==> config.mk <==
export PLATFORM = sky130hd
export DESIGN_NAME = traffic_phase_scheduler
export DESIGN_NICKNAME = d
export VERILOG_FILES = /design/src/rtl/traffic_phase_scheduler.sv
export SDC_FILE = /design/constraint.sdc
export NUM_CORES = 1
export LEC_CHECK = 0
export BUFFER_PORTS_ARGS = -buffer_cell sky130_fd_sc_hd__buf_2
export CORE_ASPECT_RATIO = 0.6
export CORE_UTILIZATION = 45
export CTS_BUF_LIST = sky130_fd_sc_hd__clkbuf_8
export CTS_CLUSTER_SIZE = 8
export DETAILED_ROUTE_END_ITERATION = 10
export PLACE_DENSITY = 0.67
export SLEW_MARGIN = 20
export SYNTH_ARGS = -nofsm -noshare
export SYNTH_HDL_FRONTEND = slang
export SYNTH_SLANG_ARGS = --single-unit
==> constraint.sdc <==
create_clock -name clk -period 2.06 [get_ports clk]
set_clock_uncertainty 0.15 [all_clocks]
set_input_delay 0.206 -clock clk [delete_from_list [all_inputs] [get_ports clk]]
set_output_delay 0.206 -clock clk [all_outputs]
set_load 0.02 [all_outputs]
==> src/rtl/traffic_phase_scheduler.sv <==
// rtl/traffic_phase_scheduler.sv - demand-actuated round-robin phase scheduler for a 4-way junction
//
// Purpose: grants right-of-way to one of four approaches based on vehicle
// presence, enforcing min/max green, fixed yellow and all-red clearance, with
// emergency preemption towards a selected approach.
//
// Ports:
//   clk         system clock, rising edge
//   rst         asynchronous active-high reset
//   req[3:0]    vehicle presence per approach (bit i = approach i+1), level
//   emg_valid   emergency preempt request, level
//   emg_dir     preempt target approach (0 = r1 .. 3 = r4)
//   r1..r4      lamp per approach: 00 red, 01 yellow, 10 green
//   active_dir  approach currently (or last) holding right-of-way
//   green_on    high while any lamp is green
module traffic_phase_scheduler #(
  parameter int MIN_GREEN = 4,
  parameter int MAX_GREEN = 12,
  parameter int YELLOW    = 3,
  parameter int ALL_RED   = 1,
  parameter int CW        = 4
) (
  input  logic       clk,
  input  logic       rst,
  input  logic [3:0] req,
  input  logic       emg_valid,
  input  logic [1:0] emg_dir,
  output logic [1:0] r1,
  output logic [1:0] r2,
  output logic [1:0] r3,
  output logic [1:0] r4,
  output logic [1:0] active_dir,
  output logic       green_on
);

  localparam logic [CW-1:0] MIN_T = CW'(MIN_GREEN - 1);
  localparam logic [CW-1:0] MAX_T = CW'(MAX_GREEN - 1);
  localparam logic [CW-1:0] YEL_T = CW'(YELLOW - 1);
  localparam logic [CW-1:0] AR_T  = CW'(ALL_RED - 1);
  localparam logic [CW-1:0] AR_N  = CW'(ALL_RED);

  localparam logic [1:0] LAMP_RED = 2'b00;
  localparam logic [1:0] LAMP_YEL = 2'b01;
  localparam logic [1:0] LAMP_GRN = 2'b10;

  typedef enum logic [1:0] {IDLE, GREEN, YELLOW_S, ALLRED} state_t;

  state_t          state_q, state_d;
  logic [CW-1:0]   timer_q, timer_d;
  logic [1:0]      last_q, last_d;
  logic [1:0]      active_q, active_d;
  logic [3:0][1:0] lamp_q, lamp_d;
  logic            green_q, green_d;

  logic [1:0] winner;
  logic [1:0] idx;
  logic       found;
  logic       demand;
  logic       other;

  // Round-robin search starting just after the last served approach, so the
  // approach just served only wins again when nobody else is asking.
  always_comb begin
    winner = last_q + 2'd1;
    found  = 1'b0;
    idx    = 2'd0;
    for (int k = 0; k < 4; k++) begin
      idx = last_q + 2'(k + 1);
      if (!found && req[idx]) begin
        winner = idx;
        found  = 1'b1;
      end
    end
    if (emg_valid) winner = emg_dir;
  end

  assign demand = emg_valid | (|req);
  assign other  = |(req & ~(4'b0001 << active_q));

  always_comb begin
    state_d  = state_q;
    last_d   = last_q;
    active_d = active_q;
    timer_d  = timer_q + 1'b1;
    case (state_q)
      IDLE: begin
        if (demand) begin
          state_d  = GREEN;
          last_d   = winner;
          active_d = winner;
        end
      end
      GREEN: begin
        if (timer_q == MAX_T) timer_d = timer_q;
        if (emg_valid && (emg_dir != active_q))       state_d = YELLOW_S;
        else if (emg_valid)                           state_d = GREEN;
        else if ((timer_q >= MIN_T) && !req[active_q]) state_d = YELLOW_S;
        else if ((timer_q >= MAX_T) && other)         state_d = YELLOW_S;
      end
      YELLOW_S: begin
        if (timer_q == YEL_T) state_d = ALLRED;
      end
      ALLRED: begin
        if (timer_q == AR_T) begin
          if (demand) begin
            state_d  = GREEN;
            last_d   = winner;
            active_d = winner;
          end else begin
            state_d  = IDLE;
          end
        end
      end
      default: state_d = IDLE;
    endcase
    if (state_d != state_q) timer_d = '0;
    if (state_q == IDLE && state_d == IDLE) timer_d = '0;

    // Lamps are computed from the next state so they register alongside it.
    lamp_d = '0;
    if (state_d == GREEN)    lamp_d[active_d] = LAMP_GRN;
    if (state_d == YELLOW_S) lamp_d[active_d] = LAMP_YEL;
    green_d = (state_d == GREEN);
  end

  always_ff @(posedge clk or posedge rst) begin
    if (rst) begin
      state_q  <= IDLE;
      timer_q  <= '0;
      last_q   <= 2'd3;
      active_q <= 2'd0;
      lamp_q   <= '0;
      green_q  <= 1'b0;
    end else begin
      state_q  <= state_d;
      timer_q  <= timer_d;
      last_q   <= last_d;
      active_q <= active_d;
      lamp_q   <= lamp_d;
      green_q  <= green_d;
    end
  end

  assign r1         = lamp_q[0];
  assign r2         = lamp_q[1];
  assign r3         = lamp_q[2];
  assign r4         = lamp_q[3];
  assign active_dir = active_q;
  assign green_on   = green_q;

  // Safety invariants on the lamp outputs.
  logic [3:0][1:0] prev_lamp_q;
  logic [CW-1:0]   red_run_q;
  logic            all_red;
  logic            any_green;
  logic            prev_green;

  assign all_red    = (lamp_q == '0);
  assign any_green  = (lamp_q[0] == LAMP_GRN) | (lamp_q[1] == LAMP_GRN) |
                      (lamp_q[2] == LAMP_GRN) | (lamp_q[3] == LAMP_GRN);
  assign prev_green = (prev_lamp_q[0] == LAMP_GRN) | (prev_lamp_q[1] == LAMP_GRN) |
                      (prev_lamp_q[2] == LAMP_GRN) | (prev_lamp_q[3] == LAMP_GRN);

  always_ff @(posedge clk or posedge rst) begin
    if (rst) begin
      prev_lamp_q <= '0;
      red_run_q   <= AR_N;
    end else begin
      prev_lamp_q <= lamp_q;
      if (!all_red)          red_run_q <= '0;
      else if (red_run_q != AR_N) red_run_q <= red_run_q + 1'b1;
    end
  end

  always @(posedge clk) begin
    if (!rst) begin
      assert ((lamp_q[0] != LAMP_RED) + (lamp_q[1] != LAMP_RED) +
              (lamp_q[2] != LAMP_RED) + (lamp_q[3] != LAMP_RED) <= 1);
      for (int i = 0; i < 4; i++) begin
        assert (lamp_q[i] != 2'b11);
        if (prev_lamp_q[i] == LAMP_GRN && lamp_q[i] != LAMP_GRN)
          assert (lamp_q[i] == LAMP_YEL);
      end
      if (any_green && !prev_green) assert (red_run_q >= AR_N);
    end
  end

endmodule

==> reports/metrics.yaml <==
ff2ff_path_depth: 8
core_area_sq_um: 2980
syn_inst: 162
n_antenna_cell: 0
finalHoldViolations: 0
final_util: 0.708
synthFlopType: "dfrtp_1"
min_period_over_period: 1.06
syn_area_sq_um: 1470
clockRootBuffer: "clkbuf_8"
core.rowCount: 15
relSlewSlack: 0.530
setup_viol_count_final: 14
routed_via_density: 5.76
cap_violations: 0
power_mw: 3.51
path_depth: 8
dieHeight_microns: 46.3
worst-path-buf-inv: 1
grt_overflow: 0
synth_top_family_by_area: "simple AND/OR/NAND/NOR gates"
worstPathRequired_ns: 2.09
antenna_found_initial: 0
place_congestion: 1.02
post-route-min-period_ns: 2.19
hold_path.class: "in -> reg"
synth_nets: 178
numCtsBuffers: 3
synthXorXnorAreaFrac: 0.0298
cp_top_family: "simple AND/OR/NAND/NOR gates"
synth_top_area_cell: "dfrtp_1"
end_kind: "flop"
grt_use_met2: 0.404
p_leak_nw: 0.930
tightestPinTransition_ns: 0.704
crit_slowest_cell: "or3b_4"
synth_area_leaders: "dfrtp_1 (29%), ha_1 (6.0%), dfstp_2 (3.6%), nor3_1 (3.4%), nor3_2 (3.4%)"
finalSetupTns_ns: -1.36
cp_max_fo: 5
synth_warnings: 0
cpPeakStageDelay_ns: 0.41
firstDrtPassIters: 4
synth_top_area_share: 0.290
clk-insertion-delay-late_ns: 0.27
grt_max_degree: 20
routedWlPerCell_microns: 17.2
slew_violations: 0
grt_util_all_layers: 0.255
ys_seq_elements: 19
yosysSeqAreaShare: 0.325
portBuffers: 19
p_per_area_nw_per_um2: 1660
drive_gt1_frac: 0.531
async_reset_ff_frac: 1.00
dr.first_iter.drc_count: 110
status: "finished with violations"
area_delta_synth_final_pct: 43.8
cts_tree: "yes"
gr-usage-met3: 0.0722
grt_pass1_vias: 1318
synth-simple-area-share: 0.272
worstPathArrival_ns: 2.22
wirelength_mm: 4.38
cts.sinks: 19
num_io_pins: 20
synth_adder_area_share: 0.0596
initial_core_util: 0.492
failed_checks: "negative setup slack"
avgSynthCellArea_sq_um: 9.07
min_delay_path_depth: 2
fp.dieW_microns: 75.8
path_cells: "inv_2, ha_4, or3b_4, a21oi_2, o22ai_2, a211oi_4, nand2_1, nor3_2"
grt_pass1_wl_mm: 6.40
fmax_ghz: 0.457
rsz0062_at_grt: "true"
cts_buffer_depth: 2
setup_ws_ns: -0.127
vias: 1470
synth_edf_count: 0
busiest_layer: "met2"
ant_nets: 0
synth-compound-area-share: 0.214
dpl.hpwl_mm: 2.92
drc: 0
muxShareOfSynthArea: 0.0349
irDropWorstVdd_uv: 670
dieArea_sq_um: 3500
final_nets: 230
use_met1: 0.338
path_class: "reg -> reg"
cts.reportedPaths.clkPinSlew_ns: 0.08
cp-start-kind: "flop"
cts-htree-levels: 1
ys_types: 56
-- state kept, by name (all words and copies together), names as in the netlist --
| register | count |
|---|---|
| r2 | 2 |
| r4 | 2 |
| active_dir | 2 |
| state_q | 2 |
| r3 | 2 |
| green_on | 1 |
| r1 | 2 |
| last_q | 2 |
| timer_q | 4 |
-- final cells by class --
cell class	instances	area [sq um]
inverter	13	48.8
clock buffer	3	41.3
sequential	19	480
timing repair buffer	56	379
fill	220	872
multi-input combinational	121	1100
tap	42	52.6
clock inverter	1	5.00
-- per-stage QoR --
step	worst slack (ns)	cells	hold slack (ns)	cell area, sq um
after floorplan	-0.00826	162	0.00558	1500
after detailed placement	-0.229	242	0.205	1800
final	-0.127	255	0.136	2110
after global routing	-0.251	255	0.151	2110
after global placement	-0.0824	242	0.194	1800
after CTS	-0.114	251	0.113	1940
-- kinds of logic after synthesis --
| family | count (synthesis) |
|---|---|
| AOI/OAI and AO/OA | 41 |
| xor gates and xnor gates | 5 |
| adders and majority gates | 7 |
| buffers and inverters | 22 |
| DFF | 19 |
| muxes | 5 |
| and+or+nand+nor | 63 |
-- cells in the mapped netlist, types with 2 or more instances --
| cell type | count |
|---|---|
| o21ai_0 | 3 |
| o2111ai_1 | 2 |
| nor3_1 | 10 |
| dfstp_2 | 2 |
| o21bai_1 | 3 |
| clkbuf_1 | 4 |
| nor4b_1 | 2 |
| o22ai_1 | 4 |
| a21boi_0 | 2 |
| buf_2 | 3 |
| nor2_1 | 10 |
| nand2_1 | 7 |
| nor3_2 | 5 |
| ha_1 | 7 |
| nand2b_1 | 6 |
| mux2i_1 | 4 |
| nor4_1 | 5 |
| nor2b_1 | 2 |
| inv_1 | 13 |
| dfrtp_1 | 17 |
| a21oi_1 | 7 |
| xnor2_1 | 3 |
| a31oi_1 | 3 |
| xor2_1 | 2 |
| nand3_1 | 4 |
| o211ai_1 | 2 |
-- placed cells by master, fill, tap and decap left out, types with 2 or more instances in the layout --
cell type / count
or3b_4: 2
clkbuf_8: 3
nor3_1: 6
mux2i_1: 4
inv_2: 5
ha_4: 3
o211ai_1: 2
o21bai_1: 3
nor2_1: 10
a21oi_1: 6
a21oi_2: 2
dfrtp_2: 2
o21ai_0: 2
nand3_1: 4
a21boi_0: 2
a21boi_4: 2
buf_2: 19
xor2_1: 2
buf_4: 35
nor3_2: 8
nand2b_1: 5
nand2_1: 7
o22ai_2: 2
o22ai_1: 2
nor4_2: 3
inv_1: 8
nor4_1: 2
a31oi_4: 2
xnor2_1: 3
dfstp_2: 2
o2111ai_2: 2
ha_1: 3
dfrtp_1: 15
nor2b_1: 2
-- per-layer routing --
| metal | routed length (microns) | vias up | share of wire |
|---|---|---|---|
| li1 | - | 694 | - |
| met1 | 1870 | 713 | 0.43 |
| met2 | 2180 | 53 | 0.50 |
| met3 | 241 | 10 | 0.055 |
| met4 | 91 | 0 | 0.021 |
| met5 | 0 | - | 0 |
-- worst register-to-register path: stages, from the launching register on --
cell and delay, ns:
dfrtp_1 0.39, inv_2 0.09, ha_4 0.14, or3b_4 0.41, a21oi_2 0.18, o22ai_2 0.12, a211oi_4 0.26, nand2_1 0.17
nor3_2 0.20
-- report_power, final --
part	internal [mW]	switching [mW]	total [mW]	leakage (nW)
combinational	1.22	1.38	2.59	0.661
clock	0.135	0.134	0.269	0.0255
sequential	0.518	0.122	0.641	0.244
total	1.87	1.63	3.51	0.930
-- path summary, 6_finish.rpt --
path	slack (ns)	to	start
worst max register to register	-0.13	r2[0]	timer_q[1]
worst max-delay path	-0.13	r2[0]	timer_q[1]
min in group asynchronous	0.43	state_q[1]	rst
worst min register to register	0.43	last_q[0]	last_q[0]
worst min-delay path	0.14	last_q[0]	emg_valid
max in group asynchronous	0.83	active_dir[0]	rst
-- repair_timing --
item / in CTS / in global routing
buffers inserted: 4 / 4
hold buffers: 1 / 0
endpoints found under the setup margin: 14 / 18
pin swaps: 7 / 8
gates resized for setup: 12 / 26
endpoints found under the hold margin: 17 / 0
(Power assumes the default switching activity.)
